[src/rtl/fixed_to_float_norm_if.sv]
// rtl/fixed_to_float_norm_if.sv - start/done/clk_en handshake bundle for the fixed-to-float converter
interface fixed_to_float_norm_if #(
    parameter int WIDTH = 32
);
    logic             clk_en;
    logic             start;
    logic [WIDTH-1:0] fixed_in;
    logic [31:0]      result;
    logic             done;
    logic             busy;

    modport master (
        output clk_en, start, fixed_in,
        input  result, done, busy
    );

    modport slave (
        input  clk_en, start, fixed_in,
        output result, done, busy
    );
endinterface

[src/rtl/fixed_to_float_norm.sv]
// rtl/fixed_to_float_norm.sv - signed fixed-point to IEEE-754 single, iterative normalise + RNE round
module fixed_to_float_norm #(
    parameter int WIDTH     = 32,
    parameter int FRAC_BITS = 30
) (
    input  logic                  clk,
    input  logic                  rst,
    fixed_to_float_norm_if.slave  bus
);
    localparam int LZW      = $clog2(WIDTH);
    localparam int EXP_BASE = WIDTH - 1 - FRAC_BITS + 127;

    typedef enum logic [1:0] {IDLE, NORM, ROUND, DONE} state_t;

    state_t           state;
    logic [WIDTH-1:0] mag;
    logic [LZW-1:0]   lz;
    logic             sign;
    logic [31:0]      result_q;
    logic             done_q;
    logic             busy_q;

    logic [WIDTH-1:0] abs_in;
    logic [22:0]      mant;
    logic             guard;
    logic             sticky;
    logic             round_up;
    logic [23:0]      mant_sum;
    logic [9:0]       exp_val;
    logic [22:0]      mant_out;

    // Most-negative input negates to itself, which reads correctly as unsigned 2^(W-1).
    assign abs_in = bus.fixed_in[WIDTH-1] ? (~bus.fixed_in + 1'b1) : bus.fixed_in;

    assign mant  = mag[WIDTH-2 -: 23];
    assign guard = mag[WIDTH-25];

    generate
        if (WIDTH > 25) begin : g_sticky
            assign sticky = |mag[WIDTH-26:0];
        end else begin : g_no_sticky
            assign sticky = 1'b0;
        end
    endgenerate

    assign round_up = guard & (sticky | mant[0]);
    assign mant_sum = {1'b0, mant} + {23'd0, round_up};
    // A carry out of the mantissa bumps the exponent and leaves an all-zero fraction.
    assign exp_val  = 10'(EXP_BASE) - 10'(lz) + {9'd0, mant_sum[23]};
    assign mant_out = mant_sum[23] ? 23'd0 : mant_sum[22:0];

    always_ff @(posedge clk or negedge rst) begin
        if (!rst) begin
            state    <= IDLE;
            mag      <= '0;
            lz       <= '0;
            sign     <= 1'b0;
            result_q <= 32'h0;
            done_q   <= 1'b0;
            busy_q   <= 1'b0;
        end else if (bus.clk_en) begin
            case (state)
                IDLE: begin
                    if (bus.start) begin
                        busy_q <= 1'b1;
                        if (bus.fixed_in == '0) begin
                            result_q <= 32'h0;
                            done_q   <= 1'b1;
                            state    <= DONE;
                        end else begin
                            sign  <= bus.fixed_in[WIDTH-1];
                            mag   <= abs_in;
                            lz    <= '0;
                            state <= NORM;
                        end
                    end
                end
                NORM: begin
                    if (mag[WIDTH-1]) begin
                        state <= ROUND;
                    end else begin
                        mag <= mag << 1;
                        lz  <= lz + 1'b1;
                    end
                end
                ROUND: begin
                    result_q <= {sign, exp_val[7:0], mant_out};
                    done_q   <= 1'b1;
                    state    <= DONE;
                end
                DONE: begin
                    done_q <= 1'b0;
                    busy_q <= 1'b0;
                    state  <= IDLE;
                end
                default: state <= IDLE;
            endcase
        end
    end

    assign bus.result = result_q;
    assign bus.done   = done_q;
    assign bus.busy   = busy_q;
endmodule
[src/flat_wrapper.sv]
// flat-port wrapper written by rule: the top's interface ports become plain ports
module fixed_to_float_norm_flat 
#(
    parameter int WIDTH     = 32,
    parameter int FRAC_BITS = 30
)
  (clk, rst, bus_clk_en, bus_start, bus_fixed_in, bus_result, bus_done, bus_busy);
  fixed_to_float_norm_if #(.WIDTH(WIDTH)) bus_i ();
  input  logic clk;
  input  logic rst;
  input wire logic [$bits(bus_i.clk_en)-1:0] bus_clk_en;
  input wire logic [$bits(bus_i.start)-1:0] bus_start;
  input wire logic [$bits(bus_i.fixed_in)-1:0] bus_fixed_in;
  output wire logic [$bits(bus_i.result)-1:0] bus_result;
  output wire logic [$bits(bus_i.done)-1:0] bus_done;
  output wire logic [$bits(bus_i.busy)-1:0] bus_busy;
  assign bus_i.clk_en = bus_clk_en;
  assign bus_i.start = bus_start;
  assign bus_i.fixed_in = bus_fixed_in;
  assign bus_result = bus_i.result;
  assign bus_done = bus_i.done;
  assign bus_busy = bus_i.busy;
  fixed_to_float_norm #(.WIDTH(WIDTH), .FRAC_BITS(FRAC_BITS)) u_core (.clk(clk), .rst(rst), .bus(bus_i));
endmodule
[config.mk]
export PLATFORM = sky130hd
export DESIGN_NAME = fixed_to_float_norm_flat
export DESIGN_NICKNAME = d
export VERILOG_FILES = /design/src/rtl/fixed_to_float_norm_if.sv /design/src/rtl/fixed_to_float_norm.sv /design/src/flat_wrapper.sv
export SDC_FILE = /design/constraint.sdc
export NUM_CORES = 1
export LEC_CHECK = 0
export CAP_MARGIN = 25
export CORE_ASPECT_RATIO = 0.8
export CORE_MARGIN = 2
export CORE_UTILIZATION = 35
export DETAILED_ROUTE_END_ITERATION = 8
export GPL_TIMING_DRIVEN = 0
export PLACE_DENSITY_LB_ADDON = 0.12
export SYNTH_ARGS = -nofsm -noshare
export SYNTH_HDL_FRONTEND = slang
export SYNTH_SLANG_ARGS = --single-unit
[constraint.sdc]
create_clock -name clk -period 3.7 [get_ports clk]
set_input_delay 0.74 -clock clk [delete_from_list [all_inputs] [get_ports clk]]
set_output_delay 0.74 -clock clk [all_outputs]
set_load 0.01 [all_outputs]
==> results.sh <==
export IMPL_grt_pass1_vias=4314
export IMPL_slew_violations=0
export IMPL_ctsRootBufferMaster="clkbuf_16"
export IMPL_die_y_um=110
export IMPL_drtIter0Drc=419
export IMPL_synth_area_leaders="dfrtp_1 (38%), xor2_1 (4.3%), mux2_2 (4.1%)"
export IMPL_dp_hpwl_um=11500
export IMPL_yosysWarnings=0
export IMPL_synthMuxAreaShare_pct=7.37
export IMPL_clk_latency_ps=350
export IMPL_port_buffers=69
export IMPL_layout_min_cycle_time_ps=3620
export IMPL_antenna_found_initial=0
export IMPL_antenna_left=0
export IMPL_syn_inst=536
export IMPL_htreeDepth=3
export IMPL_ys_seq_elements=74
export IMPL_power_density_mw_per_mm2=735
export IMPL_boundaryPins=70
export IMPL_synthXorXnorAreaFrac_pct=6.76
export IMPL_crit_arrival_ps=3860
export IMPL_p_total_mw=4.58
export IMPL_post_place_ws_ps=-546
export IMPL_status="completed"
export IMPL_synth_top_family_by_area="compound AO/OA/AOI/OAI gates"
export IMPL_grt_max_degree=48
export IMPL_drive_above_1_share_pct=11.2
export IMPL_synth_flop_cell="dfrtp_1"
export IMPL_cts_made_buffers=9
export IMPL_maxCapViolations=0
export IMPL_grt_pass1_wl_um=24500
export IMPL_finalHoldViolCount=0
export IMPL_synth_edff_count=0
export IMPL_viasPerCell=5.84
export IMPL_clockBufferDepth=2
export IMPL_dp_cells=787
export IMPL_start_util_pct=36.1
export IMPL_maxSlewHeadroom_pct=25.6
export IMPL_yosysSeqAreaShare_pct=37.6
export IMPL_core_mm2=0.0136
export IMPL_diodes=0
export IMPL_hold_path_class="in -> async"
export IMPL_yosysTopAreaCellShare_pct=37.6
export IMPL_worstSetupStartpointType="input port"
export IMPL_die_w_um=137
export IMPL_leakage_nw=2.42
export IMPL_fillers=1307
export IMPL_cts_tree="done"
export IMPL_synth_compound_area_share_pct=20.8
export IMPL_fin_util_pct=45.7
export IMPL_rsz0062_at_grt="no"
export IMPL_fmax_mhz=276
export IMPL_setup_viol=0
export IMPL_ir_worst_vdd_mv=0.277
export IMPL_syn_to_final_growth_pct=26.6
export IMPL_tightest_slew_ps=1110
export IMPL_ys_types=59
export IMPL_syn_num_nets=581
export IMPL_fin_crit_sh_pct=97.9
export IMPL_async_flop_share_pct=100
export IMPL_fin_ws_ps=75.9
export IMPL_die_area_mm2=0.0150
export IMPL_num_rows=38
export IMPL_r2r_slack_ps=260
export IMPL_routabilityCongestion=0.950
export IMPL_wl_um=15500
export IMPL_clock_sinks=74
export IMPL_firstDrtPassIters=5
export IMPL_clk_pin_slew_ps=60
export IMPL_fin_nets=666
export IMPL_num_vias=4706
export IMPL_drc=0
export IMPL_fin_cells=806
export IMPL_fin_tns_setup_ps=0
export IMPL_place_area_mm2=0.00587
export IMPL_worst_hold_slack_ps=331
export IMPL_synthAdderAreaFrac_pct=2.29
export IMPL_post_route_cell_area_mm2=0.00623
export IMPL_grt_overflow=0
export IMPL_synth_cell_area_mm2=0.00492
export IMPL_endpoint_kind="flop"
export IMPL_path_max_fanout=10
export IMPL_synth_top_area_cell="dfrtp_1"
export IMPL_wire_per_inst_um=19.3
export IMPL_fin_skew_ps=6.17
export IMPL_avgSynthCellArea_um2=9.19
export IMPL_crit_type="in -> reg"
export IMPL_cp_required_ps=3940
export IMPL_gr_usage_all_layers_pct=21.7
export IMPL_synthSimpleGateAreaFrac_pct=20.1
-- report_power, final --
part           leakage (nW)  switching, mW  internal, mW
registers             0.933          0.361          1.16
logic                  1.34           1.14         0.990
clock network         0.153          0.384         0.548
total                  2.42           1.89          2.70
-- critical path, stage by stage --
cell and delay [ps]:
clkdlybuf4s50_1 510, or4_1 550, buf_2 180, or4_1 500, buf_2 180, o31ai_4 360
nand2_1 200, buf_6 250, buf_2 230, o2bb2ai_2 150
-- registers in the layout, summed over array words and instances (netlist names) --
name,flops
u_core.bus.result,32
u_core.mag,32
u_core.lz,5
u_core.state,2
u_core.bus.busy,1
u_core.bus.done,1
u_core.sign,1
-- cells by family (layout without fill, tap and decap cells) --
kind of cell,Yosys count,in the layout
buf+inv,62,152
simple gates,183,183
xor+xnor,38,38
mux,34,34
compound gates,136,136
fa+ha+maj,9,9
flops,74,74
-- timing repair --
action / in CTS / in global routing
buffers inserted: 0 / 4
pin swaps: 0 / 2
endpoints found under the hold margin: 0 / 0
setup endpoints to repair: 20 / 37
gates cloned: 0 / 0
gates resized for setup: 3 / 8
hold buffers: 0 / 0
-- Yosys cell counts, types with 2 or more instances --
master     number
a2111oi_0       2
a211oi_1        2
a21boi_0        2
a21oi_1        14
a221oi_1        4
a2bb2oi_1       4
a31oi_1        10
a32o_1          2
and3_1          4
and4_1          2
buf_1           7
buf_2           5
buf_6           2
clkbuf_1       27
dfrtp_1        74
ha_1            9
inv_1          21
mux2_2         18
mux2i_1        16
nand2_1        37
nand2b_1        6
nand3_1        20
nand3b_1        7
nand4_1        14
nor2_1         28
nor2b_1        10
nor3_1         10
nor3b_1         4
nor4_1          6
o211ai_1        3
o21ai_0        33
o22ai_1         5
o2bb2ai_1       9
o2bb2ai_2      10
o31a_1          2
o31ai_1        17
o41ai_1         5
or2_2           3
or3_1          14
or4_1          13
xnor2_1        14
xor2_1         24
-- worst paths after layout --
path	from	cells past startpoint	end
worst max-delay path	bus_fixed_in[15]	10	u_core.bus.result[2]
worst min-delay path	rst	1	u_core.state[1]
worst max register to register	u_core.state[1]	9	u_core.mag[29]
worst min register to register	u_core.bus.result[1]	1	u_core.bus.result[1]
max in group asynchronous	rst	2	u_core.mag[25]
min in group clk	u_core.bus.result[1]	1	u_core.bus.result[1]
-- routing by layer --
| layer | up-vias | wire (µm) | GRT usage [%] |
|---|---|---|---|
| met2 | 228 | 6480 | 30.2 |
| met3 | 27 | 1330 | 4.53 |
| met1 | 2286 | 7450 | 33.0 |
| met5 | - | 0 | 0 |
| met4 | 0 | 275 | 7.22 |
| li1 | 2165 | - | - |
-- cell type report --
class / count / area [µm²] / share of cell area [%]
Buffer: 40 / 180 / 2.89
Inverter: 21 / 78.8 / 1.26
Clock inverter: 6 / 73.8 / 1.18
Multi-Input combinational cell: 400 / 2840 / 45.5
Timing Repair Buffer: 75 / 751 / 12.0
Sequential cell: 74 / 1850 / 29.7
Tap cell: 180 / 225 / 3.61
Clock buffer: 10 / 239 / 3.83
-- layout by cell type, fill, tap and decap left out, drive strengths merged, types with 3 or more instances in the layout --
cell            n
clkinv          4
a21oi          14
nor3           11
xor2           24
mux2i          16
nor2           29
nand3b          7
a221oi          4
o41ai           5
dfrtp          74
nor4            6
xnor2          14
nand2b          6
buf            22
or2             3
o21ai          34
nand3          20
o22ai           5
mux2           18
nor3b           4
or3            14
and3            4
nand4          14
a2bb2oi         4
clkbuf         35
o2bb2ai        19
nor2b          10
o211ai          3
nand2          37
o31ai          18
or4            13
clkdlybuf4s50  68
a31oi          10
ha              9
inv            22
No activity file was read; power rests on OpenSTA's default activity.
